**src/rtl/busca_instrucao.sv**
```systemverilog
// Instruction fetch: one outstanding request, registered word out; >=2 cycles request to valid.
// Parar holds the output slot and blocks new requests; Desvio redirects and squashes in-flight data.
`timescale 1ns/1ps
module busca_instrucao #(
  parameter logic [31:0] PC_INICIAL = 32'h0000_0000
) (
  input  logic        clk,
  input  logic        rst_n,
  output logic        MemReq,
  output logic [31:0] MemEndereco,
  input  logic        MemAceito,
  input  logic        MemDadoValido,
  input  logic [31:0] MemDado,
  input  logic        Parar,
  input  logic        Desvio,
  input  logic [31:0] DesvioAlvo,
  output logic [31:0] Instrucao,
  output logic        InstrValida,
  output logic [31:0] PCAtual,
  output logic [31:0] PCMais4
);

  typedef enum logic {BUSCA = 1'b0, ESPERA = 1'b1} estado_t;

  localparam logic [31:0] PC_RST = {PC_INICIAL[31:2], 2'b00};

  estado_t     state_q, state_d;
  logic [31:0] pc_q, pc_d;
  logic [31:0] pc_atual_q, pc_atual_d;
  logic [31:0] instr_q, instr_d;
  logic        instr_vld_q, instr_vld_d;
  logic        descartar_q, descartar_d;
  logic        mem_req;

  always_ff @(posedge clk or negedge rst_n) begin
    if (!rst_n) begin
      state_q <= BUSCA;
    end else begin
      state_q <= state_d;
    end
  end

  always_comb begin
    state_d = state_q;
    case (state_q)
      BUSCA:  if (mem_req && MemAceito) state_d = ESPERA;
      ESPERA: if (MemDadoValido) state_d = BUSCA;
      default: state_d = BUSCA;
    endcase
  end

  // Request only when the slot is free or drains this edge; rst_n gates it while reset is held.
  always_comb begin
    mem_req = rst_n && (state_q == BUSCA) && !Desvio && (!instr_vld_q || !Parar);
  end

  always_comb begin
    pc_d        = pc_q;
    pc_atual_d  = pc_atual_q;
    instr_d     = instr_q;
    instr_vld_d = instr_vld_q;
    descartar_d = descartar_q;
    if (Desvio) begin
      pc_d        = {DesvioAlvo[31:2], 2'b00};
      instr_vld_d = 1'b0;
      // A word still in flight belongs to the old path and must be dropped when it lands.
      if (state_q == ESPERA) descartar_d = !MemDadoValido;
    end else begin
      if (instr_vld_q && !Parar) instr_vld_d = 1'b0;
      if ((state_q == ESPERA) && MemDadoValido) begin
        if (descartar_q) begin
          descartar_d = 1'b0;
        end else begin
          instr_d     = MemDado;
          pc_atual_d  = pc_q;
          instr_vld_d = 1'b1;
          pc_d        = pc_q + 32'd4;
        end
      end
    end
  end

  always_ff @(posedge clk or negedge rst_n) begin
    if (!rst_n) begin
      pc_q        <= PC_RST;
      pc_atual_q  <= PC_RST;
      instr_q     <= 32'h0;
      instr_vld_q <= 1'b0;
      descartar_q <= 1'b0;
    end else begin
      pc_q        <= pc_d;
      pc_atual_q  <= pc_atual_d;
      instr_q     <= instr_d;
      instr_vld_q <= instr_vld_d;
      descartar_q <= descartar_d;
    end
  end

  assign MemReq      = mem_req;
  assign MemEndereco = pc_q;
  assign Instrucao   = instr_q;
  assign InstrValida = instr_vld_q;
  assign PCAtual     = pc_atual_q;
  assign PCMais4     = pc_atual_q + 32'd4;

endmodule

```
**config.mk**
```make
export PLATFORM = sky130hd
export DESIGN_NAME = busca_instrucao
export DESIGN_NICKNAME = d
export VERILOG_FILES = /design/src/rtl/busca_instrucao.sv
export SDC_FILE = /design/constraint.sdc
export NUM_CORES = 1
export LEC_CHECK = 0
export BUFFER_PORTS_ARGS = -buffer_cell sky130_fd_sc_hd__buf_2
export CAP_MARGIN = 15
export CORE_ASPECT_RATIO = 0.8
export CORE_MARGIN = 5
export CORE_UTILIZATION = 48
export CTS_CLUSTER_DIAMETER = 200
export DETAILED_ROUTE_END_ITERATION = 10
export PLACE_DENSITY = 0.86
export SYNTH_ARGS = -nofsm -noshare
export SYNTH_HDL_FRONTEND = slang
export SYNTH_SLANG_ARGS = --single-unit
```
**constraint.sdc**
```tcl
create_clock -name clk -period 2.5 [get_ports clk]
set_clock_uncertainty 0.1 [all_clocks]
set_input_delay 0.5 -clock clk [delete_from_list [all_inputs] [get_ports clk]]
set_output_delay 0.5 -clock clk [all_outputs]
set_load 0.005 [all_outputs]
```
==> impl_metrics.csv, run 1 <==
group,metric,value,unit
status,outcome,"finished, violations left",
status,violations,"setup timing",
critical_path,setup.worst_path.start,"PCAtual[2]",
global_route,antenna_found_initial,1,
cells_and_area,n_antenna_cell,0,
floorplanning,core-area,0.00965,mm²
floorplanning,die_h,98.8,µm
sta,maxSlewHeadroom,0.629,
critical_path,cp_max_fo,4,
place,gp_congestion,0.818,
run,max_cap_viol_count,0,
sta,fmax,385,MHz
floorplanning,die_width,121,µm
cts,clock_latency,0.34,ns
cells_and_area,register_area,0.00238,mm²
power_and_ir_drop,finalPower,5980,µW
critical_path,reg2reg_to,"MemEndereco[26]",
cells_and_area,nets,714,
global_route,grt_max_degree,45,
drt,viasPerCell,5.44,
logic_synthesis,ys_async_sr_fraction,1.00,
logic_synthesis,synth.avg_cell_area,11.0,µm²
cells_and_area,post-route-util,0.664,
drt,drt-total-wl,13400,µm
cts,clock-sinks,95,
place,pre_cts_ws,0.00498,ns
sta,fin_crit_sh,1.04,
cts,cts_tree,"built",
cells_and_area,drive_above_1_share,0.488,
floorplanning,rows,32,
floorplanning,num_io_pins,200,
power_and_ir_drop,p_leak,0.00297,µW
drt,postRouteAntennaNets,0,
sta,min_period,2.60,ns
floorplanning,start_util,0.491,
critical_path,worst-setup-path-type,"reg -> out",
sta,whs,0.269,ns
sta,finalWorstSetupSlack,-0.0999,ns
min_path,hold_path.class,"in -> reg",
cts,cts-root-buf,"clkbuf_16",
logic_synthesis,synth.distinct_cells,38,
sta,slew_viol_final,0,
power_and_ir_drop,p_per_area,932,mW/mm²
global_route,overflow,0,
drt,wl_per_cell,17.1,µm
drt,drt_pass1_iterations,6,
critical_path,r2r_cells,6,
sta,setup_violations,5,
power_and_ir_drop,peakVddDrop,0.559,mV
critical_path,critPathCaptureType,"primary output",
sta,tightest_slew,0.557,ns
critical_path,worstSetupEndpoint,"PCMais4[20]",
critical_path,r2r_setup_slack,0.33,ns
global_route,grt_first_pass_wirelength,21500,µm
cts,cts_made_buffers,9,
drt,vias,4245,
place,dp_hpwl,9900,µm
critical_path,worstPathArrival,2.00,ns
logic_synthesis,synth_edf_count,0,
critical_path,rr_startpoint,"MemEndereco[2]",
global_route,grt_use_total,0.223,
drt,drt-initial-drc-count,231,
logic_synthesis,ys_warn_count,0,
logic_synthesis,syn_inst,429,
sta,finalHoldViolCount,0,
global_route,grt_pass1_vias,4365,
cells_and_area,fill_cells,770,
cts,clkTransAtPathRegs,0.07,ns
critical_path,required,1.90,ns
critical_path,setup.worst_path.start_class,"flip-flop",
sta,rsz0062_at_grt,"true",
logic_synthesis,synthFlopType,"dfrtp_1",
sta,finalSetupTns,-0.310,ns
cells_and_area,area_growth,35.4,%
place,io_buffer_count,191,
floorplanning,die-area,0.0120,mm²
logic_synthesis,ys_ff_latch,95,
cts,clock_path_buffers,2,
logic_synthesis,syn_area,0.00473,mm²
logic_synthesis,yosysSeqAreaShare,0.502,
cts,cts.htree.levels,3,
cells_and_area,multi_input_area,0.00230,mm²
drt,route.detailed.drc,0,
## cell type report
type / instances / area share
multi-input combinational: 307 / 0.359
clock buffer: 9 / 0.0351
clock inverter: 4 / 0.0152
inverter: 6 / 0.00351
tap: 136 / 0.0265
timing repair buffer: 223 / 0.190
sequential: 95 / 0.371
## synthesized netlist by cell type (all sizes together) (11+ instances only)
master	instances	area [µm²]
xor2	11	96.3
a31oi	17	106
nor2	23	86.3
xnor2	27	236
mux2	60	676
buf	16	93.8
nand3	22	110
nand4	21	131
o21ai	21	105
dfrtp	95	2380
nand2	29	109
## worst max-delay path: stages, from the launching register on
cell and delay, ns:
dfrtp_1 0.35, ha_1 0.17, and4_4 0.25, or4b_4 0.51
nor2_4 0.10, xor2_1 0.16, buf_2 0.14
## per-stage QoR
stage | instance area, µm² | std cells
6_report | 6410 | 780
5_1_grt | 6410 | 780
4_1_cts | 6330 | 778
3_5_place_dp | 5950 | 760
3_3_place_gp | 5950 | 760
2_1_floorplan | 4750 | 434
## power breakdown
group,switching (µW),total [µW],internal (µW)
Combinational,851,2000,1150
Sequential,434,2470,2030
Clock,546,1510,960
## cell usage in the layout (no fill, tap or decap), types with 19 or more instances in the layout
cell,n
nor2_1,21
nand3_1,19
xnor2_1,26
o21ai_0,21
dfrtp_1,92
mux2_2,60
nand4_1,21
nand2_1,28
buf_2,190
buf_4,28
## worst min path at each step
stage,endpoint,slack [ns],from,cells past startpoint
floorplan,InstrValida,0.10,rst_n,0
CTS,MemEndereco[6],0.26,DesvioAlvo[6],3
detailed placement,PCAtual[13],0.25,rst_n,1
finish,MemEndereco[6],0.27,DesvioAlvo[6],3
global placement,PCAtual[9],0.25,rst_n,1
global route,state_q,0.27,MemAceito,3
## repair_timing
| action | 4_1_cts | 5_1_grt |
|---|---|---|
| endpoints found under the hold margin | 10 | 0 |
| pin swaps | 4 | 4 |
| cloned | 0 | 1 |
| setup endpoints to repair | 13 | 19 |
| hold buffers | 1 | 0 |
| gates resized for setup | 7 | 18 |
| setup buffers | 4 | 2 |
## kinds of logic after synthesis
family                   after synthesis  synth area share
AND/OR/NAND/NOR                      145             0.173
flip-flops                            95             0.502
multiplexers                          61             0.145
AO/OA/AOI/OAI                         55            0.0714
XOR/XNOR                              38            0.0703
buffers and inverters                 32            0.0325
adder cells (fa/ha/maj)                2           0.00528
other                                  1          0.000792
## sequential cells by signal (all words and copies together) (netlist names)
name	flops
MemEndereco	30
InstrValida	1
descartar_q	1
state_q	1
Instrucao	32
PCAtual	30
## metal layers
layer	routed length (µm)	up-vias	GRT usage
met5	7	-	0
met4	238	2	0.0714
met3	1150	25	0.0631
met2	6380	182	0.361
met1	5580	2059	0.290
li1	-	1977	-
Power figures use the tool's default switching activity.
==> inputs of run 2 (changes only) <==
BUFFER_PORTS_ARGS = unset   (was -buffer_cell sky130_fd_sc_hd__buf_2)
CORE_UTILIZATION = 60   (was 48)
DONT_BUFFER_PORTS = 1   (was unset)
PLACE_DENSITY = 0.82   (was 0.86)
SKIP_LAST_GASP = 1   (was unset)
==> run 2 against run 1 <==
- the run ends with hold timing, setup timing left
- setup slack worse by 0.0054 ns
- sequential cell count stayed put
- register-to-register slack worse by 0.04 ns
- via count down 17%
- die area fell by 18%
- clock-buffer cell count rose by 1
- critical path depth grew 1
==> impl_metrics.csv, run 2 (synthesis gave the netlist of run 1 again) <==
group,metric,value,unit
min_path,hold_path.class,"in -> async",
run,max_cap_viol_count,0,
floorplanning,start_util,0.607,
cts,cts-root-buf,"clkbuf_8",
status,outcome,"finished, violations left",
drt,wl_met1,4900,µm
sta,finalWorstSetupSlack,-0.105,ns
critical_path,crit_chain,"nand4_1, buf_6, nor4_4, buf_4, buf_6, nand3_1, xnor2_2",
cts,clock_latency,0.35,ns
cells_and_area,area_growth,13.5,%
sta,finalHoldViolCount,95,
floorplanning,die_width,109,µm
place,gp_congestion,0.864,
critical_path,required,1.90,ns
drt,route.detailed.drc,0,
floorplanning,num_io_pins,200,
critical_path,worst-setup-path-type,"reg -> out",
drt,vias,3537,
global_route,grt_max_degree,97,
power_and_ir_drop,finalPower,4800,µW
drt,met3_length,1360,µm
cells_and_area,n_antenna_cell,0,
cts,cts_made_buffers,9,
critical_path,cp_max_fo,5,
drt,viasPerCell,6.27,
drt,postRouteAntennaNets,0,
critical_path,slowest_delay,0.42,ns
place,dp_hpwl,8510,µm
floorplanning,die_h,89.5,µm
drt,drt_pass1_iterations,6,
sta,whs,-0.270,ns
global_route,overflow,0,
cts,cts.htree.levels,3,
floorplanning,rows,29,
critical_path,path_buf_inv,3,
global_route,grt_use_total,0.242,
drt,drt-initial-drc-count,207,
sta,rsz0062_at_grt,"true",
critical_path,crit_top_cell,"buf_6",
floorplanning,core-area,0.00780,mm²
sta,slew_viol_final,0,
sta,min_period,2.61,ns
power_and_ir_drop,p_per_area,893,mW/mm²
cts,clkTransAtPathRegs,0.10,ns
cts,cts_tree,"built",
power_and_ir_drop,peakVddDrop,0.517,mV
critical_path,r2r_setup_slack,0.29,ns
global_route,antenna_found_initial,0,
cells_and_area,largest_register_ffs,32,
cells_and_area,final_cell_mix,"dfrtp_1, mux2_2, nand2_1",
global_route,grt_first_pass_wirelength,18300,µm
drt,drt-total-wl,12300,µm
place,dp_cells,539,
power_and_ir_drop,p_leak,0.00219,µW
critical_path,rr_startpoint,"MemEndereco[2]",
global_route,grt_pass1_vias,3592,
critical_path,critPathTopFamily,"simple AND/OR/NAND/NOR gates",
floorplanning,die-area,0.00978,mm²
critical_path,critPathCaptureType,"primary output",
cells_and_area,stdcell_count,564,
critical_path,slowest_stage,"dfrtp_2",
place,pre_cts_ws,0.0290,ns
cells_and_area,drive_above_1_share,0.298,
critical_path,reg2reg_to,"MemEndereco[28]",
drt,wl_per_cell,21.8,µm
sta,fin_crit_sh,1.04,
sta,fmax,384,MHz
cells_and_area,nets,523,
drt,top_layer,"met4",
drt,met2WireLength,5900,µm
critical_path,setup.worst_path.start_class,"flip-flop",
cts,clock-sinks,95,
place,io_buffer_count,0,
status,violations,"hold timing, setup timing",
cts,clock_path_buffers,2,
cells_and_area,layout_commonest_cell,"dfrtp_1",
critical_path,worstPathArrival,2.01,ns
sta,setup_violations,14,
sta,finalSetupTns,-0.863,ns
critical_path,r2r_cells,6,
[run 2: how the worst max path moves through the flow]
stage                start          end  slack [ns]  depth (start not counted)
4_1_cts         PCAtual[2]  PCMais4[31]       -0.09                          7
2_1_floorplan   PCAtual[2]  PCMais4[20]        0.16                          5
3_5_place_dp    PCAtual[2]  PCMais4[20]        0.03                          5
6_report       PCAtual[10]  PCMais4[29]       -0.11                          7
3_3_place_gp    PCAtual[2]  PCMais4[20]        0.09                          5
5_1_grt         PCAtual[2]  PCMais4[26]       -0.19                          7
[run 2: what timing repair did]
item,4_1_cts,5_1_grt
endpoints found under the hold margin,95,95
setup buffers,4,4
gates cloned,0,1
setup endpoints to repair,12,21
gates resized for setup,10,26
pin swaps,4,13
[run 2: where the power goes]
group          switching, µW  internal, µW
Clock                    556           402
Combinational            533           697
Sequential               582          2030
[run 2: cell type report]
cell class	instances	area [µm²]
fill	580	2430
multi-input combinational	307	2380
clock inverter	6	50.0
timing repair buffer	32	272
clock buffer	10	138
inverter	6	22.5
tap	108	135
sequential	95	2380
[run 2: through the flow]
step | cell area, µm² | utilization | hold WS, ns
6_report | 5370 | 0.689 | -0.270
5_1_grt | 5370 | 0.689 | -0.305
4_1_cts | 5200 | 0.667 | -0.292
3_5_place_dp | 4950 | 0.634 | 0.106
3_3_place_gp | 4950 | 0.634 | 0.106
2_1_floorplan | 4750 | - | 0.104
[run 2: per-layer routing]
metal	track usage	vias up
met4	0.0713	0
li1	-	1602
met5	0	-
met3	0.0881	10
met1	0.318	1741
met2	0.381	184
